$ cat src/rtl/pe_job_ctrl.sv
// Job sequencer for one PE: latches a job descriptor, walks the PE through its
// phase order, and gates the valid/ready handshakes of the phase in progress.
module pe_job_ctrl #(
    parameter int DATA_BITS   = 32,
    parameter int CONFIG_SIZE = 10,
    parameter int CNT_W       = 8
) (
    input  logic                   clk,
    input  logic                   rst,
    input  logic                   start,
    input  logic [CONFIG_SIZE-1:0] cfg_in,
    input  logic [CNT_W-1:0]       filt_num,
    input  logic [CNT_W-1:0]       ifmap_num,
    input  logic [CNT_W-1:0]       slide_num,
    input  logic [CNT_W-1:0]       out_num,
    output logic                   busy,
    output logic                   done,
    output logic                   pe_en,
    output logic [CONFIG_SIZE-1:0] pe_config,
    input  logic                   src_filter_valid,
    output logic                   src_filter_ready,
    output logic                   pe_filter_valid,
    input  logic                   pe_filter_ready,
    input  logic                   src_ifmap_valid,
    output logic                   src_ifmap_ready,
    output logic                   pe_ifmap_valid,
    input  logic                   pe_ifmap_ready,
    input  logic                   src_ipsum_valid,
    output logic                   src_ipsum_ready,
    output logic                   pe_ipsum_valid,
    input  logic                   pe_ipsum_ready,
    input  logic                   pe_opsum_valid,
    output logic                   pe_opsum_ready,
    output logic                   dst_opsum_valid,
    input  logic                   dst_opsum_ready
);

    // Data buses bypass this block; the width only matters at integration.
    if (DATA_BITS < 1) begin : g_bad_data_bits
    end

    typedef enum logic [2:0] {
        S_IDLE  = 3'd0,
        S_CFG   = 3'd1,
        S_FILT  = 3'd2,
        S_IFMAP = 3'd3,
        S_IPSUM = 3'd4,
        S_OPSUM = 3'd5,
        S_DONE  = 3'd6
    } state_t;

    state_t                 state_q, state_d;
    logic [CNT_W-1:0]       cnt_q, cnt_d;
    logic [CNT_W-1:0]       out_cnt_q, out_cnt_d;
    logic [CNT_W-1:0]       target_q, target_d;
    logic [CONFIG_SIZE-1:0] cfg_q, cfg_d;
    logic [CNT_W-1:0]       filt_q, filt_d;
    logic [CNT_W-1:0]       ifmap_q, ifmap_d;
    logic [CNT_W-1:0]       slide_q, slide_d;
    logic [CNT_W-1:0]       out_num_q, out_num_d;

    logic [CNT_W-1:0] cnt_inc;
    logic [CNT_W-1:0] out_inc;
    logic             filt_beat, ifmap_beat, ipsum_beat, opsum_beat;

    assign cnt_inc = cnt_q + CNT_W'(1);
    assign out_inc = out_cnt_q + CNT_W'(1);

    always_ff @(posedge clk) begin
        if (rst) begin
            state_q   <= S_IDLE;
            cnt_q     <= '0;
            out_cnt_q <= '0;
            target_q  <= '0;
            cfg_q     <= '0;
            filt_q    <= '0;
            ifmap_q   <= '0;
            slide_q   <= '0;
            out_num_q <= '0;
        end else begin
            state_q   <= state_d;
            cnt_q     <= cnt_d;
            out_cnt_q <= out_cnt_d;
            target_q  <= target_d;
            cfg_q     <= cfg_d;
            filt_q    <= filt_d;
            ifmap_q   <= ifmap_d;
            slide_q   <= slide_d;
            out_num_q <= out_num_d;
        end
    end

    always_comb begin
        state_d   = state_q;
        cnt_d     = cnt_q;
        out_cnt_d = out_cnt_q;
        target_d  = target_q;
        cfg_d     = cfg_q;
        filt_d    = filt_q;
        ifmap_d   = ifmap_q;
        slide_d   = slide_q;
        out_num_d = out_num_q;
        unique case (state_q)
            S_IDLE: begin
                if (start && (out_num != '0)) begin
                    cfg_d     = cfg_in;
                    filt_d    = filt_num;
                    ifmap_d   = ifmap_num;
                    slide_d   = slide_num;
                    out_num_d = out_num;
                    out_cnt_d = '0;
                    state_d   = S_CFG;
                end
            end
            S_CFG: begin
                if (filt_q != '0) begin
                    state_d = S_FILT;
                end else if (ifmap_q != '0) begin
                    state_d  = S_IFMAP;
                    target_d = ifmap_q;
                end else begin
                    state_d = S_IPSUM;
                end
            end
            S_FILT: begin
                if (filt_beat) begin
                    cnt_d = cnt_inc;
                    if (cnt_inc == filt_q) begin
                        if (ifmap_q != '0) begin
                            state_d  = S_IFMAP;
                            target_d = ifmap_q;
                        end else begin
                            state_d = S_IPSUM;
                        end
                    end
                end
            end
            S_IFMAP: begin
                if (ifmap_beat) begin
                    cnt_d = cnt_inc;
                    if (cnt_inc == target_q) begin
                        state_d = S_IPSUM;
                    end
                end
            end
            S_IPSUM: begin
                if (ipsum_beat) begin
                    state_d = S_OPSUM;
                end
            end
            S_OPSUM: begin
                if (opsum_beat) begin
                    out_cnt_d = out_inc;
                    if (out_inc == out_num_q) begin
                        state_d = S_DONE;
                    end else if (slide_q != '0) begin
                        state_d  = S_IFMAP;
                        target_d = slide_q;
                    end else begin
                        state_d = S_IPSUM;
                    end
                end
            end
            S_DONE:  state_d = S_IDLE;
            default: state_d = S_IDLE;
        endcase
        // Every state starts counting its beats from zero.
        if (state_d != state_q) begin
            cnt_d = '0;
        end
    end

    always_comb begin
        busy      = (state_q != S_IDLE);
        done      = (state_q == S_DONE);
        pe_en     = (state_q != S_IDLE) && (state_q != S_DONE);
        pe_config = cfg_q;

        pe_filter_valid  = src_filter_valid && (state_q == S_FILT);
        src_filter_ready = pe_filter_ready  && (state_q == S_FILT);
        pe_ifmap_valid   = src_ifmap_valid  && (state_q == S_IFMAP);
        src_ifmap_ready  = pe_ifmap_ready   && (state_q == S_IFMAP);
        pe_ipsum_valid   = src_ipsum_valid  && (state_q == S_IPSUM);
        src_ipsum_ready  = pe_ipsum_ready   && (state_q == S_IPSUM);
        dst_opsum_valid  = pe_opsum_valid   && (state_q == S_OPSUM);
        pe_opsum_ready   = dst_opsum_ready  && (state_q == S_OPSUM);

        filt_beat  = pe_filter_valid && src_filter_ready;
        ifmap_beat = pe_ifmap_valid  && src_ifmap_ready;
        ipsum_beat = pe_ipsum_valid  && src_ipsum_ready;
        opsum_beat = dst_opsum_valid && pe_opsum_ready;
    end

endmodule

$ cat config.mk
export PLATFORM = sky130hd
export DESIGN_NAME = pe_job_ctrl
export DESIGN_NICKNAME = d
export VERILOG_FILES = /design/src/rtl/pe_job_ctrl.sv
export SDC_FILE = /design/constraint.sdc
export NUM_CORES = 1
export LEC_CHECK = 0
export CAP_MARGIN = 0
export CORE_ASPECT_RATIO = 0.5
export CORE_MARGIN = 2
export CORE_UTILIZATION = 41
export CTS_BUF_LIST = sky130_fd_sc_hd__clkbuf_2
export DETAILED_ROUTE_END_ITERATION = 16
export MAX_ROUTING_LAYER = met4
export PLACE_DENSITY = 0.66
export SYNTH_ARGS = -nofsm -noshare
export SYNTH_HDL_FRONTEND = slang
export SYNTH_SLANG_ARGS = --single-unit
$ cat constraint.sdc
create_clock -name clk -period 3.5 [get_ports clk]
set_input_delay 0.35 -clock clk [delete_from_list [all_inputs] [get_ports clk]]
set_output_delay 0.35 -clock clk [all_outputs]
set_load 0.005 [all_outputs]
Word-level counts from Yosys, hierarchy flattened
Cells that the tools add are included.

operators by class
  add/subtract/negate cells = 2
  muxes and demuxes = 26
  reduce and logical (&&, ||, !) cells = 28
  equality and inequality tests = 19

operators with widths
  cell                 count
  $mux 8               11
  $mux 3               11
  $pmux 8 s2           2
  $reduce_bool 8->1    4
  $eq 8x8->1           3
  $pmux 8 s3           1
  $pmux 3 s6           1
  $add 8x1->8 const B  2
  $ne 2x2->1 const B   8
  $logic_and 1x1->1    14
  $eq 3x3->1 const B   3
  $reduce_and 7->1     1
  $eq 3x2->1 const B   2
  $reduce_and 3->1     2
  $reduce_bool 3->1    2
  $reduce_bool 2->1    2
  $eq 3x1->1 const B   1
  $logic_not 3->1      1
  $ne 3x3->1           1
  $ne 3x3->1 const B   1
  $reduce_and 2->1     1
  $reduce_or 2->1      1

word-level totals
  input bits = 53
  output and inout bits = 21
  register bits = 69

Longest topological paths before layout
Gate-level depths: netlist of run 1.

  word-level depth = 7
  depth in mapped cells = 11

Worst setup path after synthesis of run 1
Ideal clock, no wire load.

  kind = register to register
  start = reg cnt_q[0]
  end = reg target_q[7]
  arrival = 2,731 ps
  data required time = 3,421 ps
  library setup time = 79 ps
  stages on the path, launching flop included = 12
  slack = 689 ps
  cells stage by stage = dfxtp_1 ha_1 and3_1 buf_4 and3_4 o2111ai_1 or4_4 o21a_1 a211oi_4 buf_6 nor2_1 a211oi_2

between the ends
  cells in the longest elaborated chain, start to end = 4

ends and longest elaborated chain
  item                        RTL line  source
  from (decl)                 53        logic [CNT_W-1:0] cnt_q, cnt_d;
  from (signal assigned)      82        cnt_q <= cnt_d;
  $add 8x1->8                 66        assign cnt_inc = cnt_q + CNT_W'(1);
  $eq 8x8->1                  128       if (cnt_inc == filt_q) begin
  $ne 2x2->1 (no line)        n/a
  $reduce_and 7->1 (no line)  n/a
  to (signal assigned)        84        target_q <= target_d;
  to (decl)                   55        logic [CNT_W-1:0] target_q, target_d;

Every way passes these cells.
A chain may end at the register's enable or synchronous reset.

Worst setup path after layout of run 1
Same ends and word-level chain as after synthesis.

==> out/metrics.cfg, run 1 <==
[routing]
via_per_inst = 5.22
vias = 3468
antenna_left = 0
wirelength_um = 9290
wl_per_cell_um = 14.0
drtPass1Iterations = 4
drt_iter0_drc = 181
drc = 0

[global_route]
grt_antenna_before_repair = 0
grt_use_met2_pct = 30.0
grt_pass1_wl_um = 15600
grt_usage_pct = 20.9
grtUsageMet1_pct = 29.1
overflow = 0
grtUsageMet3_pct = 5.59
top_usage_layer = met2
grt_pass1_vias = 3256
grt_start_max_net_pins = 60

[power]
power_mw = 1.87
leakage_nw = 1.65
p_sw_uw = 665
vdd.ir_drop.worst_mv = 0.192
powerDensity_nw_per_um2 = 410
internal_power_mw = 1.21
clockPowerShare_pct = 19.9
netSwitchingFraction_pct = 35.5
combinationalPowerShare_pct = 30.1
seqPwrFrac_pct = 50.0

[setup_path]
crit_type = reg -> reg
worst-path-max-fanout = 16
slowest_delay_ns = 0.58
crit_chain = ha_1, and3_1, and3_4, o2111ai_1, or4_4, o21a_1, a211oi_4, nor2_1, a211oi_2
end_kind = flip-flop
worst-path-buf-inv = 0
worstPathArrival_ns = 3.56
worstPathRequired_ns = 3.96
cp-start-kind = flip-flop
critical_path.top_delay_family = simple AND/OR/NAND/NOR gates
cpMaxStageDelayCell = or4_4

[logic_synthesis]
synthFlopType = dfxtp_1
ys_top_cells_by_area = dfxtp_1 (38%), nand2_1 (12%), a21oi_1 (7.4%)
async_flop_share_pct = 0
synth_seq_cells = 69
synth_area_um2 = 3670
ys_warn_count = 0
synth_edf_count = 0
yosysTopAreaCell = dfxtp_1
postSynthCellCount = 482
synth_top_cell_area_share_pct = 37.6
syn_avg_cell_area_um2 = 7.62
ys_seq_area_share_pct = 37.6
synthDistinctLibCells = 53
synth_fp_nets = 537

[layout]
drive_gt1_share_pct = 5.66
multi_input_area_um2 = 2160
area_delta_synth_final_pct = 24.2
fin_nets = 599
diodes = 0
layout_commonest_cell = nand2_1
regArea_um2 = 1380
fillers = 879
most-common-layout-cells = nand2_1 (115), clkdlybuf4s50_1 (72), dfxtp_1 (69)
fin_util_pct = 52.4

[clock_network]
root_buffer = clkbuf_2
insertion_delay_ns = 0.53
clockBufferDepth = 2
tritoncts = yes
numCtsBuffers = 9
ctsHtreeMaxLevel = 3
path_clk_slew_ns = 0.21
clkSinkCount = 69
post-cts-setup-buffers = 0

[placed_design]
port_buffers = 73
globalplace.congestion = 0.934
dpl.hpwl_um = 6680

[worst_hold_path]
hold_class = in -> reg

[die]
die_y_um = 70.9
die_area_um2 = 9780
start_util_pct = 42.2
io_pins = 74
design.core.area_um2 = 8710
die-width_um = 138
rows = 24

[timing]
hold_viol_final = 0
fin_crit_ns = 3.11
drv_slew = 0
rsz0062_at_grt = false
period_share_pct = 88.8
slew_headroom_pct = 49.7
tightest_slew_ns = 0.754
fmax_mhz = 322
fin_tns_setup_ns = 0
clock_skew_ns = 0.0296
setup_viol = 0

[job]
max-cap-violations = 0

[outcome]
outcome = finished clean

==> tightest hold or removal path: cells and delay by family <==
kind            cells  cell delay, ns
compound gates      1            0.05
buf+inv             1            0.08
simple gates        1            0.19
==> synthesized netlist by cell type, types with 2 or more instances <==
cell type	instances
a211oi_1	8
a211oi_2	2
a21oi_1	54
a31oi_1	3
and2_1	4
and3_1	9
buf_2	3
buf_4	2
buf_6	2
clkbuf_1	22
dfxtp_1	69
ha_1	2
inv_1	5
mux2i_1	11
nand2_1	115
nand2b_1	2
nand3_1	11
nand3b_1	5
nand4_1	3
nor2_1	39
nor2b_1	2
nor3_1	7
nor3b_1	5
nor4_1	10
o2111ai_1	2
o21a_1	2
o21ai_0	14
o21bai_1	2
o221ai_1	3
o31ai_1	2
or3_1	6
or4_1	3
xnor2_1	23
xor2_1	11
==> logic make-up after synthesis <==
kind of cell | after synthesis | share of synthesized area [%]
fa+ha+maj | 2 | 0.681
buf+inv | 34 | 4.19
compound gates | 104 | 17.7
mux | 11 | 3.00
simple gates | 228 | 28.7
xor+xnor | 34 | 8.10
flops | 69 | 37.6
==> final cells by class <==
class,instances,share of cell area (%)
clock buffers,10,1.10
flip-flops and latches,69,30.3
inverters,5,0.411
repair buffers,80,17.1
clock inverters,5,0.631
well taps,117,3.21
multi-input cells,379,47.3
==> registers in the layout, summed over array words and instances, names as in the netlist <==
signal and flops:
slide_q 8, pe_config 10, cnt_q 8, out_num_q 8, ifmap_q 8, out_cnt_q 8, state_q 3, target_q 8
filt_q 8
==> what timing repair did <==
item,in CTS,in global routing
endpoints found under the setup margin,0,8
hold buffers,0,0
gates resized for setup,0,1
==> metal layers <==
layer  part of all wire, %  up-vias  wire length (um)
li1                      -     1796                 -
met4                   1.0        0                96
met1                    51     1587              4740
met5                     0        -                 0
met3                   6.1        8               564
met2                    42       77              3890
==> worst paths after layout <==
path           startpoint            to  slack [ns]  depth (start not counted)
max              cnt_q[0]   target_q[7]        0.39                          9
min                   rst    state_q[1]        0.16                          3
max reg2reg      cnt_q[0]   target_q[7]        0.39                          9
min reg2reg  pe_config[8]  pe_config[8]        0.47                          2
==> power groups by stage <==
| stage | combinational, mW | sequential, mW | clock, mW |
|---|---|---|---|
| floorplan | 0.359 | 0.922 | 0 |
| global placement | 0.559 | 0.949 | 0 |
| detailed placement | 0.560 | 0.951 | 0 |
| CTS | 0.564 | 0.934 | 0.388 |
| global route | 0.632 | 0.947 | 0.415 |
| finish | 0.564 | 0.935 | 0.372 |
==> per-stage QoR <==
step	hold WS [ns]	worst slack, ns	area [um2]	cells
after global placement	0.442	0.472	4480	650
final	0.161	0.392	4560	665
after CTS	0.116	0.281	4560	665
after detailed placement	0.451	0.301	4480	650
after global routing	0.132	0.0451	4560	665
after floorplan	0.448	0.689	3670	482
Power figures use the tool's default switching activity.
==> inputs of run 2 (changes only) <==
Settings changed: CAP_MARGIN 0 to default.
==> results of run 2 <==
Final layout, timing and power as in run 1 (identical DEF).
==> inputs of run 3 (changes only) <==
Settings changed: CORE_MARGIN 2 to 3.
==> out/metrics.cfg, run 3 (same netlist as run 1, synthesis figures left out) <==
[routing]
drt_iter0_drc = 185
wl_per_cell_um = 14.3
via_per_inst = 5.21
vias = 3441
wirelength_um = 9430
antenna_left = 0
drc = 0
drtPass1Iterations = 5

[global_route]
grt_pass1_wl_um = 15400
grt_start_max_net_pins = 60
grt_antenna_before_repair = 0
overflow = 0
grt_usage_pct = 19.1
grt_pass1_vias = 3181

[setup_path]
worst-path-max-fanout = 8
end_kind = flip-flop
cp-start-kind = flip-flop
rr_endpoint = cnt_q[2]
worstPathArrival_ns = 3.61
worstPathRequired_ns = 3.91
r2r_start = cnt_q[0]
crit_type = reg -> reg
rr_worst_depth = 9
r2r_slack_ns = 0.30

[outcome]
outcome = finished clean

[worst_hold_path]
whs_endpoint = state_q[2]
min_from = rst
min_path_cells = 3
hold_class = in -> reg

[layout]
most-common-layout-cells = nand2_1 (115), clkdlybuf4s50_1 (72), dfxtp_1 (69)
layout_commonest_cell = nand2_1
drive_gt1_share_pct = 5.83
diodes = 0
largest_register_ff_count = 10
fin_util_pct = 55.3
fin_nets = 599
instances_no_fill = 661
area_delta_synth_final_pct = 25.6

[placed_design]
globalplace.congestion = 0.940
port_buffers = 73
preCtsSetupSlack_ns = 0.319
dpl.hpwl_um = 6870
dpl.cell_count = 645

[clock_network]
path_clk_slew_ns = 0.19
tritoncts = yes
ctsHoldBuffers = 0
numCtsBuffers = 9
clkSinkCount = 69
clockBufferDepth = 2
insertion_delay_ns = 0.53
ctsHtreeMaxLevel = 3
root_buffer = clkbuf_2

[die]
design.core.area_um2 = 8350
io_pins = 74
die_area_um2 = 10200
start_util_pct = 44.0
die_y_um = 72.9
die-width_um = 140
rows = 23

[timing]
period_share_pct = 91.3
fin_crit_ns = 3.20
clock_skew_ns = 0.0257
fmax_mhz = 313
rsz0062_at_grt = false
fin_ws_ns = 0.304
fin_tns_setup_ns = 0
tightest_slew_ns = 0.728
hold_viol_final = 0
slew_headroom_pct = 51.4
setup_viol = 0
drv_slew = 0

[power]
power_mw = 2.04
vdd.ir_drop.worst_mv = 0.186
powerDensity_nw_per_um2 = 443
leakage_nw = 1.69

[job]
max-cap-violations = 0

-- run 3: final cells by class --
class / count / area (um2)
Clock inverter: 7 / 95.1
Clock buffer: 9 / 45.0
Timing Repair Buffer: 80 / 778
Tap cell: 112 / 140
Sequential cell: 69 / 1380
Multi-Input combinational cell: 379 / 2160
Fill cell: 828 / 3730
Inverter: 5 / 18.8
-- run 3: repair_timing --
item,in CTS,in global routing
setup buffers,0,0
setup endpoints to repair,0,1
gates resized for setup,0,1
-- run 3: metal layers --
layer / part of all wire (%) / routed length (um) / up-vias / track usage, %
met1: 51 / 4800 / 1551 / 26.7
met4: 1.2 / 110 / 0 / 3.54
met5: 0 / 0 / - / -
met2: 42 / 3930 / 82 / 27.5
li1: - / - / 1800 / -
met3: 6.2 / 588 / 8 / 6.09
-- run 3: metrics by stage --
| stage | hold WS [ns] | instance area [um2] |
|---|---|---|
| floorplan | 0.448 | 3670 |
| global placement | 0.441 | 4470 |
| detailed placement | 0.450 | 4470 |
| CTS | 0.138 | 4610 |
| global route | 0.134 | 4620 |
| finish | 0.180 | 4620 |
-- run 3: critical path, cell delays in order (launching register included) --
cell       delay, ns
dfxtp_1         0.50
ha_1            0.30
and3_1          0.29
and3_4          0.23
o2111ai_1       0.12
or4_4           0.58
o32ai_1         0.43
o21ai_0         0.15
o2111ai_1       0.36
nor2_1          0.11
-- run 3: how the worst max path moves through the flow --
| stage | start | end | slack [ns] | depth (start not counted) |
|---|---|---|---|---|
| detailed placement | cnt_q[0] | cnt_q[2] | 0.32 | 9 |
| finish | cnt_q[0] | cnt_q[2] | 0.30 | 9 |
| floorplan | cnt_q[0] | target_q[7] | 0.69 | 11 |
| CTS | cnt_q[0] | cnt_q[0] | 0.33 | 9 |
| global placement | state_q[1] | target_q[7] | 0.39 | 8 |
| global route | cnt_q[0] | cnt_q[0] | 0.01 | 9 |
-- run 3: where the power goes --
group	switching, mW	internal, mW	total (mW)
Clock	0.307	0.241	0.548
Sequential	0.0733	0.861	0.935
Combinational	0.305	0.256	0.560
Total	0.685	1.36	2.04
